$ cat src/rtl/bit_sparsity_pkg.sv
// Shared types and constants for the bit-sparse datapath converters.
// Optional place-order checking is enabled with the BTV_ORDER_CHECK_EN macro.
package bit_sparsity_pkg;

   localparam int unsigned VALUE_W = 8;
   localparam int unsigned PLACE_W = $clog2(VALUE_W);

   typedef enum logic {
      S_COLLECT,
      S_OUTPUT
   } state_e;

   typedef struct packed {
      logic [PLACE_W-1:0] place;
      logic               last;
      logic               empty;
   } beat_t;

   localparam logic [PLACE_W:0] CNT_ONE = (PLACE_W+1)'(1);
   localparam logic [PLACE_W:0] CNT_MAX = (PLACE_W+1)'(VALUE_W);

   // Place counter increment that sticks at VALUE_W.
   function automatic logic [PLACE_W:0] sat_inc(input logic [PLACE_W:0] cnt);
      if (cnt >= CNT_MAX) begin
         return CNT_MAX;
      end
      return cnt + CNT_ONE;
   endfunction

endpackage

$ cat src/rtl/bit_to_value_converter_if.sv
// Beat input and reconstructed-value output channels of bit_to_value_converter.
// OutError only carries information when BTV_ORDER_CHECK_EN is defined.
interface bit_to_value_converter_if;
   import bit_sparsity_pkg::*;

   logic               InValid;
   logic               InReady;
   logic [PLACE_W-1:0] InPlace;
   logic               InLast;
   logic               InEmpty;
   logic               OutValid;
   logic               OutReady;
   logic [VALUE_W-1:0] OutValue;
   logic [PLACE_W:0]   OutCount;
   logic               OutError;

   modport slave (
      input  InValid, InPlace, InLast, InEmpty, OutReady,
      output InReady, OutValid, OutValue, OutCount, OutError
   );

   modport master (
      output InValid, InPlace, InLast, InEmpty, OutReady,
      input  InReady, OutValid, OutValue, OutCount, OutError
   );

endinterface

$ cat src/rtl/place_to_onehot.sv
// Combinational bit-place to one-hot decoder; all zeros when not enabled.
module place_to_onehot
   import bit_sparsity_pkg::*;
#(
   parameter int unsigned VALUE_W_P = VALUE_W,
   parameter int unsigned PLACE_W_P = PLACE_W
) (
   input  logic [PLACE_W_P-1:0] place,
   input  logic                 en,
   output logic [VALUE_W_P-1:0] onehot
);

   always_comb begin
      onehot = '0;
      if (en) begin
         onehot = VALUE_W_P'(1) << place;
      end
   end

endmodule

$ cat src/rtl/bit_to_value_converter.sv
// Rebuilds a dense value from MSB-first set-bit places; emits value and place count.
// Define BTV_ORDER_CHECK_EN to flag non-descending places on OutError.
module bit_to_value_converter
   import bit_sparsity_pkg::*;
(
   input logic                      CLK,
   input logic                      RSTN,
   bit_to_value_converter_if.slave  bus
);

   state_e             state;
   logic [VALUE_W-1:0] acc;
   logic [PLACE_W:0]   count;
   logic               in_ready_q;
   logic               out_valid_q;
   logic [VALUE_W-1:0] out_value_q;
   logic [PLACE_W:0]   out_count_q;

   beat_t              beat;
   logic               beat_fire;
   logic               beat_done;
   logic               out_fire;
   logic [VALUE_W-1:0] place_bit;
   logic [VALUE_W-1:0] acc_next;
   logic [PLACE_W:0]   count_next;

   assign beat = '{place: bus.InPlace, last: bus.InLast, empty: bus.InEmpty};

   assign beat_fire = (state == S_COLLECT) && bus.InValid;
   assign beat_done = beat_fire && (beat.empty || beat.last);
   assign out_fire  = (state == S_OUTPUT) && bus.OutReady;

   place_to_onehot #(
      .VALUE_W_P (VALUE_W),
      .PLACE_W_P (PLACE_W)
   ) u_decode (
      .place  (beat.place),
      .en     (!beat.empty),
      .onehot (place_bit)
   );

   // An empty beat contributes no bit and no count.
   assign acc_next   = acc | place_bit;
   assign count_next = beat.empty ? count : sat_inc(count);

   always_ff @(posedge CLK or negedge RSTN) begin
      if (!RSTN) begin
         state       <= S_COLLECT;
         acc         <= '0;
         count       <= '0;
         in_ready_q  <= 1'b1;
         out_valid_q <= 1'b0;
         out_value_q <= '0;
         out_count_q <= '0;
      end else begin
         unique case (state)
            S_COLLECT: begin
               if (beat_fire) begin
                  acc   <= acc_next;
                  count <= count_next;
                  if (beat_done) begin
                     out_value_q <= acc_next;
                     out_count_q <= count_next;
                     out_valid_q <= 1'b1;
                     in_ready_q  <= 1'b0;
                     state       <= S_OUTPUT;
                  end
               end
            end
            S_OUTPUT: begin
               if (out_fire) begin
                  acc         <= '0;
                  count       <= '0;
                  out_valid_q <= 1'b0;
                  in_ready_q  <= 1'b1;
                  state       <= S_COLLECT;
               end
            end
            default: begin
               state <= S_COLLECT;
            end
         endcase
      end
   end

   assign bus.InReady  = in_ready_q;
   assign bus.OutValid = out_valid_q;
   assign bus.OutValue = out_value_q;
   assign bus.OutCount = out_count_q;

`ifdef BTV_ORDER_CHECK_EN
   logic [PLACE_W-1:0] prev_place;
   logic               err_sticky;
   logic               out_error_q;
   logic               order_viol;

   // A zero count means no placed beat yet, so the first place is never compared.
   assign order_viol = beat_fire && !beat.empty && (count != '0) && (beat.place >= prev_place);

   always_ff @(posedge CLK or negedge RSTN) begin
      if (!RSTN) begin
         prev_place  <= '0;
         err_sticky  <= 1'b0;
         out_error_q <= 1'b0;
      end else begin
         if (beat_fire && !beat.empty) begin
            prev_place <= beat.place;
         end
         if (out_fire) begin
            err_sticky <= 1'b0;
         end else if (order_viol) begin
            err_sticky <= 1'b1;
         end
         if (beat_done) begin
            out_error_q <= err_sticky || order_viol;
         end
      end
   end

   assign bus.OutError = out_error_q;
`else
   assign bus.OutError = 1'b0;
`endif

endmodule

$ cat src/flat_wrapper.sv
// flat-port wrapper written by rule: the top's interface ports become plain ports
module bit_to_value_converter_flat import bit_sparsity_pkg::*;
  (CLK, RSTN, bus_InValid, bus_InPlace, bus_InLast, bus_InEmpty, bus_OutReady, bus_InReady, bus_OutValid, bus_OutValue, bus_OutCount, bus_OutError);
  bit_to_value_converter_if bus_i ();
  input logic CLK;
  input logic RSTN;
  input wire logic [$bits(bus_i.InValid)-1:0] bus_InValid;
  input wire logic [$bits(bus_i.InPlace)-1:0] bus_InPlace;
  input wire logic [$bits(bus_i.InLast)-1:0] bus_InLast;
  input wire logic [$bits(bus_i.InEmpty)-1:0] bus_InEmpty;
  input wire logic [$bits(bus_i.OutReady)-1:0] bus_OutReady;
  output wire logic [$bits(bus_i.InReady)-1:0] bus_InReady;
  output wire logic [$bits(bus_i.OutValid)-1:0] bus_OutValid;
  output wire logic [$bits(bus_i.OutValue)-1:0] bus_OutValue;
  output wire logic [$bits(bus_i.OutCount)-1:0] bus_OutCount;
  output wire logic [$bits(bus_i.OutError)-1:0] bus_OutError;
  assign bus_i.InValid = bus_InValid;
  assign bus_i.InPlace = bus_InPlace;
  assign bus_i.InLast = bus_InLast;
  assign bus_i.InEmpty = bus_InEmpty;
  assign bus_i.OutReady = bus_OutReady;
  assign bus_InReady = bus_i.InReady;
  assign bus_OutValid = bus_i.OutValid;
  assign bus_OutValue = bus_i.OutValue;
  assign bus_OutCount = bus_i.OutCount;
  assign bus_OutError = bus_i.OutError;
  bit_to_value_converter u_core (.CLK(CLK), .RSTN(RSTN), .bus(bus_i));
endmodule
$ cat config.mk
export PLATFORM = sky130hd
export DESIGN_NAME = bit_to_value_converter_flat
export DESIGN_NICKNAME = d
export VERILOG_FILES = /design/src/rtl/bit_sparsity_pkg.sv /design/src/rtl/bit_to_value_converter_if.sv /design/src/rtl/place_to_onehot.sv /design/src/rtl/bit_to_value_converter.sv /design/src/flat_wrapper.sv
export SDC_FILE = /design/constraint.sdc
export NUM_CORES = 1
export LEC_CHECK = 0
export BUFFER_PORTS_ARGS = -buffer_cell sky130_fd_sc_hd__buf_4
export CAP_MARGIN = 0
export CELL_PAD_IN_SITES_DETAIL_PLACEMENT = 0
export CELL_PAD_IN_SITES_GLOBAL_PLACEMENT = 1
export CORE_MARGIN = 2
export CORE_UTILIZATION = 45
export DETAILED_ROUTE_END_ITERATION = 16
export PLACE_DENSITY = 0.9
export SLEW_MARGIN = 20
export SYNTH_ARGS = -nofsm -noshare
export SYNTH_HDL_FRONTEND = slang
export SYNTH_SLANG_ARGS = --single-unit
$ cat constraint.sdc
create_clock -name CLK -period 2.83 [get_ports CLK]
set_input_delay 0.283 -clock CLK [delete_from_list [all_inputs] [get_ports CLK]]
set_output_delay 0.283 -clock CLK [all_outputs]
set_load 0.05 [all_outputs]
=== Word level (Yosys, flattened, before mapping) ===
Index checks and enable logic that the tools add are counted.

* Flip-flop bits (word level): 27
* Word-level logic and storage cells: 45
* Input port bits: 9
* Output and inout port bits: 15

* Eq/ne operators: 3
* Shifts and indexed selects: 1
* Add/sub/neg operators: 1
* Order comparisons: 1
* Reduce and logical (&&, ||, !) cells: 7
* Mux-type cells: 23
* Bitwise gates (word level): 2

{| class="wikitable"
|+ Operators by type and width
! cell !! number
|-
| 8-bit two-way mux || 3
|-
| 4-bit two-way mux || 5
|-
| 8-bit one-hot mux with 2 select lines || 1
|-
| 1-bit two-way mux || 10
|-
| 8-bit OR || 1
|-
| 4-bit one-hot mux with 2 select lines || 1
|-
| 1-bit by 3-bit << shifter with 8-bit output, first input constant || 1
|-
| 1-bit one-hot mux with 2 select lines || 3
|-
| 3-bit AND reduction || 2
|-
| 4-bit by 1-bit adder with 4-bit output, second input constant || 1
|-
| 4-bit greater-or-equal comparator, second input constant || 1
|-
| 2-bit by 1-bit inequality test with 1-bit output, second input constant || 2
|-
| 1-bit logical AND || 3
|-
| 2-bit inequality test, second input constant || 1
|-
| 2-bit AND reduction || 1
|-
| 1-bit logical OR || 1
|-
| 1-bit inverter || 1
|}

=== Logic depth before layout (Yosys ltp) ===
* Word-level depth: 6
* Gate-level depth with buffers: 4

=== Modules after synthesis ===
From an unflattened synthesis, not the netlist that was laid out.

* Cells, all modules: 125
* Area total of the unflattened synthesis: 1286.2 um^2

{| class="wikitable"
|+ By module, submodules not included
! module !! sequential area each (um^2) !! times used !! area an instance (um^2) !! cells an instance
|-
| bit_to_value_converter || 676.9 || 1 || 1191.1 || 117
|-
| place_to_onehot || 0.0 || 1 || 95.1 || 8
|}

=== Worst setup path after synthesis ===
OpenSTA, ideal clock, no wires.

* Kind: reg-to-reg
* Start point: register u_core.count[0]
* End point: register u_core.out_count_q[1], in the netlist u_core.bus.OutCount[1]
* Cell stages (with the launch flop): 5
* Arrival time: 1.165 ns
* Setup slack: 1.540 ns
* Setup time: 0.125 ns
* Buffers on the path: 0
* Path through: dfrtp_1 -> inv_1 -> ha_1 -> a22o_1 -> mux2_2

* Cells in the longest elaborated chain, start to end: 4
* Elaborated cells on any way between the ends: 5
* Those cells by class: add/sub: 1; order compare: 1; mux: 3

{| class="wikitable"
|+ Ends and longest elaborated chain
! what !! line !! RTL
|-
| from (decl) || bit_to_value_converter.sv:13 || <nowiki>logic [PLACE_W:0] count;</nowiki>
|-
| from (signal assigned) || bit_to_value_converter.sv:60 || <nowiki>count <= count_next;</nowiki>
|-
| 4-bit greater-or-equal comparator || bit_sparsity_pkg.sv:24 || <nowiki>if (cnt >= CNT_MAX) begin</nowiki>
|-
| 1-bit two-way mux || bit_sparsity_pkg.sv:24 ||
|-
| 4-bit two-way mux (*) || bit_sparsity_pkg.sv:27 || <nowiki>return cnt + CNT_ONE;</nowiki>
|-
| 4-bit two-way mux (*) || bit_to_value_converter.sv:44 || <nowiki>assign count_next = beat.empty ? count : sat_inc(count);</nowiki>
|-
| to (signal assigned) || bit_to_value_converter.sv:63 || <nowiki>out_count_q <= count_next;</nowiki>
|-
| to (decl) || bit_to_value_converter.sv:17 || <nowiki>logic [PLACE_W:0] out_count_q;</nowiki>
|}

Every way passes the cells marked *; elsewhere a longest branch is shown, timed or not.
A chain may end at the register's enable or synchronous reset.

=== Final worst setup path ===
* Start point: register u_core.state
* End point: register u_core.out_count_q[3], in the netlist u_core.bus.OutCount[3]

* Cells in the longest elaborated chain, start to end: 4

{| class="wikitable"
|+ Ends and longest elaborated chain
! what !! line !! RTL
|-
| from (decl) || bit_to_value_converter.sv:11 || <nowiki>state_e state;</nowiki>
|-
| from (signal assigned) || bit_to_value_converter.sv:48 || <nowiki>state <= S_COLLECT;</nowiki>
|-
| from (signal assigned) || bit_to_value_converter.sv:66 || <nowiki>state <= S_OUTPUT;</nowiki>
|-
| from (signal assigned) || bit_to_value_converter.sv:76 || <nowiki>state <= S_COLLECT;</nowiki>
|-
| 1-bit inverter (no line) (*) || n/a ||
|-
| 1-bit logical AND || bit_to_value_converter.sv:29 || <nowiki>assign beat_fire = (state == S_COLLECT) && bus.InValid;</nowiki>
|-
| 1-bit logical AND || bit_to_value_converter.sv:30 || <nowiki>assign beat_done = beat_fire && (beat.empty || beat.last);</nowiki>
|-
| 3-bit AND reduction (no line) (*) || n/a ||
|}

Marked as above.

==> out/qor.yml <==
nNetsFinal: 150
dp_hpwl_um: 1590
p_comb_share_pct: 38.6
clkLatencyLatePin_ns: 0.32
worstHoldPathCells: 2
end_kind: "flop"
syn_to_final_growth_pct: 16.7
ant_nets: 0
maxCapViolations: 0
drc: 0
crit_type: "flop to flop"
ir_worst_vdd_mv: 0.449
cts_buffers: 3
cts_max_path_buffers: 2
first_pass_iters: 4
n_fill_cell: 250
ctsResizeCount: 0
grt_pass1_vias: 848
clk_pin_slew_worst_paths_ns: 0.15
grt_max_degree: 28
io_pins: 24
ys_seq_area_share_pct: 53.5
p_int_mw: 0.661
rsz0062_at_grt: "no"
final_cell_mix: "dfrtp_1, buf_4, inv_1, a21oi_1, nor2_1"
wl_per_cell_um: 12.9
h-tree-depth: 1
layout_commonest_cell: "dfrtp_1"
synth_cells: 114
crit_family: "flip-flops"
p_sw_mw: 0.448
cts_num_sinks: 27
design_power_total_mw: 1.11
power.leakage_nw: 0.789
hp-class: "primary input to flop"
die_y_um: 57.0
clkPwrFrac_pct: 15.3
finalClockSkew_ns: 0.000759
drt_iter0_markers: 11
finish.utilization_pct: 54.5
period_share_pct: 49.6
grt_first_pass_wirelength_um: 3810
grt_overflow: 0
cp_slowest_cell: "dfrtp_1"
fp.dieW_um: 57.0
critPathRequiredTime_ns: 3.06
yosys_register_bits: 27
cp_num_cells: 4
setup_viol: 0
r2r_cells: 4
ys_types: 31
start_util_pct: 46.7
r2r_slack_ns: 1.43
syn_area_per_cell_um2: 11.1
p_per_area_mw_per_mm2: 751
drive_above_1_share_pct: 26.8
grt_use_total_pct: 14.9
status: "complete, no violations"
numPortBuffers: 22
synth.net_count: 125
max_stage_delay_ns: 0.54
netSwitchingFraction_pct: 40.4
globalplace.congestion: 0.775
vias: 843
fmax_mhz: 712
yosysWarnings: 0
cp_max_fo: 15
finalMaxSlewViolations: 0
setup_tns_ns: 0
antenna_found_initial: 0
die_area_mm2: 0.00325
hold_viol_final: 0
rows: 19
cts-root-buf: "clkbuf_4"
power_frac_seq_pct: 46.2
cts_tree: "built"
ff_latch_area_um2: 677
drt_wl_total_um: 2190
crit_chain: "nor2b_4, o21ai_2, buf_4, mux2_2"
coreArea_mm2: 0.00271
viasPerCell: 4.99
worstPathArrival_ns: 1.63
multiInputGateArea_um2: 498
post-route-min-period_ns: 1.40
synth_area_mm2: 0.00126
path_buf_inv: 1
worstSetupStartpointType: "flop"
antenna_cells: 0
==> layout make-up <==
cell class                 count  share of cell area (%)
sequential                    27                    45.8
clock inverter                 1                   0.339
timing repair buffer          24                    12.4
inverter                      14                    3.56
tap                           31                    2.63
multi-input combinational     69                    33.7
clock buffer                   3                    1.53
==> worst reg2reg max path, cell delays in order, from the launching register on <==
cell and delay (ns):
dfrtp_1 0.54, nor2b_4 0.09, o21ai_2 0.06, buf_4 0.26, mux2_2 0.36
==> metal layers <==
| metal | up-vias | wire length, um | track usage, % |
|---|---|---|---|
| met3 | 0 | 64 | 1.59 |
| met2 | 13 | 989 | 22.3 |
| li1 | 437 | - | - |
| met4 | 0 | 0 | 6.98 |
| met5 | - | 0 | 0 |
| met1 | 393 | 1130 | 22.0 |
==> worst paths after layout <==
| check | startpoint | to |
|---|---|---|
| setup reg to reg | u_core.state | u_core.bus.OutCount[3] |
| max in group asynchronous | RSTN | u_core.bus.InReady |
| setup / recovery | u_core.state | u_core.bus.OutCount[3] |
| hold / removal | bus_OutReady | u_core.state |
| min in group asynchronous | RSTN | u_core.bus.OutValue[6] |
| hold reg to reg | u_core.bus.OutValid | u_core.bus.OutValid |
==> cell families (layout without fill, tap and decap cells) <==
kind of cell / after synthesis / after routing / synth area share [%]
AND/OR/NAND/NOR: 25 / 25 / 12.3
adder cells (fa/ha/maj): 2 / 2 / 1.98
multiplexers: 13 / 13 / 10.8
other: 1 / 1 / 0.296
AO/OA/AOI/OAI: 28 / 28 / 14.0
buffers and inverters: 18 / 42 / 7.12
flip-flops: 27 / 27 / 53.5
==> synth_stat cells <==
master,instances,area share (%)
o211a_1,1,0.79
inv_1,14,4.2
nand2b_2,1,0.69
and4bb_2,1,0.99
buf_4,2,1.2
dfstp_2,1,2.1
nor4b_4,1,1.9
a21o_2,1,0.69
nor3_1,1,0.40
nor4b_1,1,0.69
mux2_2,2,1.8
o21ai_0,2,0.79
ha_1,2,2.0
conb_1,1,0.30
mux2i_1,10,7.9
mux2i_2,1,1.1
nand3_1,1,0.40
a22o_1,2,1.4
o21ai_2,1,0.69
and2_1,1,0.49
a31oi_1,4,2.0
dfrtp_1,26,51
nor2b_1,3,1.5
a32o_1,1,0.79
a21oi_1,14,5.5
nor2_1,11,3.3
buf_6,2,1.8
o21bai_1,1,0.59
a41o_1,1,0.79
nor2b_4,1,1.1
nand2_1,3,0.89
==> power by group through the flow <==
stage	clock network, mW	logic [mW]	registers [mW]
after floorplan	0	0.143	0.683
after global placement	0	0.427	0.518
after detailed placement	0	0.430	0.521
after CTS	0.176	0.433	0.513
after global routing	0.192	0.461	0.524
final	0.169	0.428	0.512
==> flip-flops by register name, summed over array words and instances, names as in the netlist <==
name,flops
u_core.acc,8
u_core.bus.InReady,1
u_core.bus.OutCount,4
u_core.bus.OutValid,1
u_core.bus.OutValue,8
u_core.count,4
u_core.state,1
==> through the flow <==
| step | hold slack, ns | instances | setup WS, ns | area (um^2) |
|---|---|---|---|---|
| after floorplan | -0.0126 | 114 | 1.54 | 1260 |
| after CTS | 0.136 | 169 | 1.42 | 1480 |
| after global placement | 0.213 | 164 | 1.47 | 1440 |
| after global routing | 0.149 | 169 | 1.35 | 1480 |
| after detailed placement | 0.219 | 164 | 1.45 | 1440 |
| final | 0.148 | 169 | 1.43 | 1480 |
==> repair_timing <==
action | 4_1_cts | 5_1_grt
hold endpoints to repair | 26 | 0
hold buffers | 1 | 0
endpoints found under the setup margin | 0 | 0
setup buffers | 0 | 0
No activity file was read; power rests on OpenSTA's default activity.
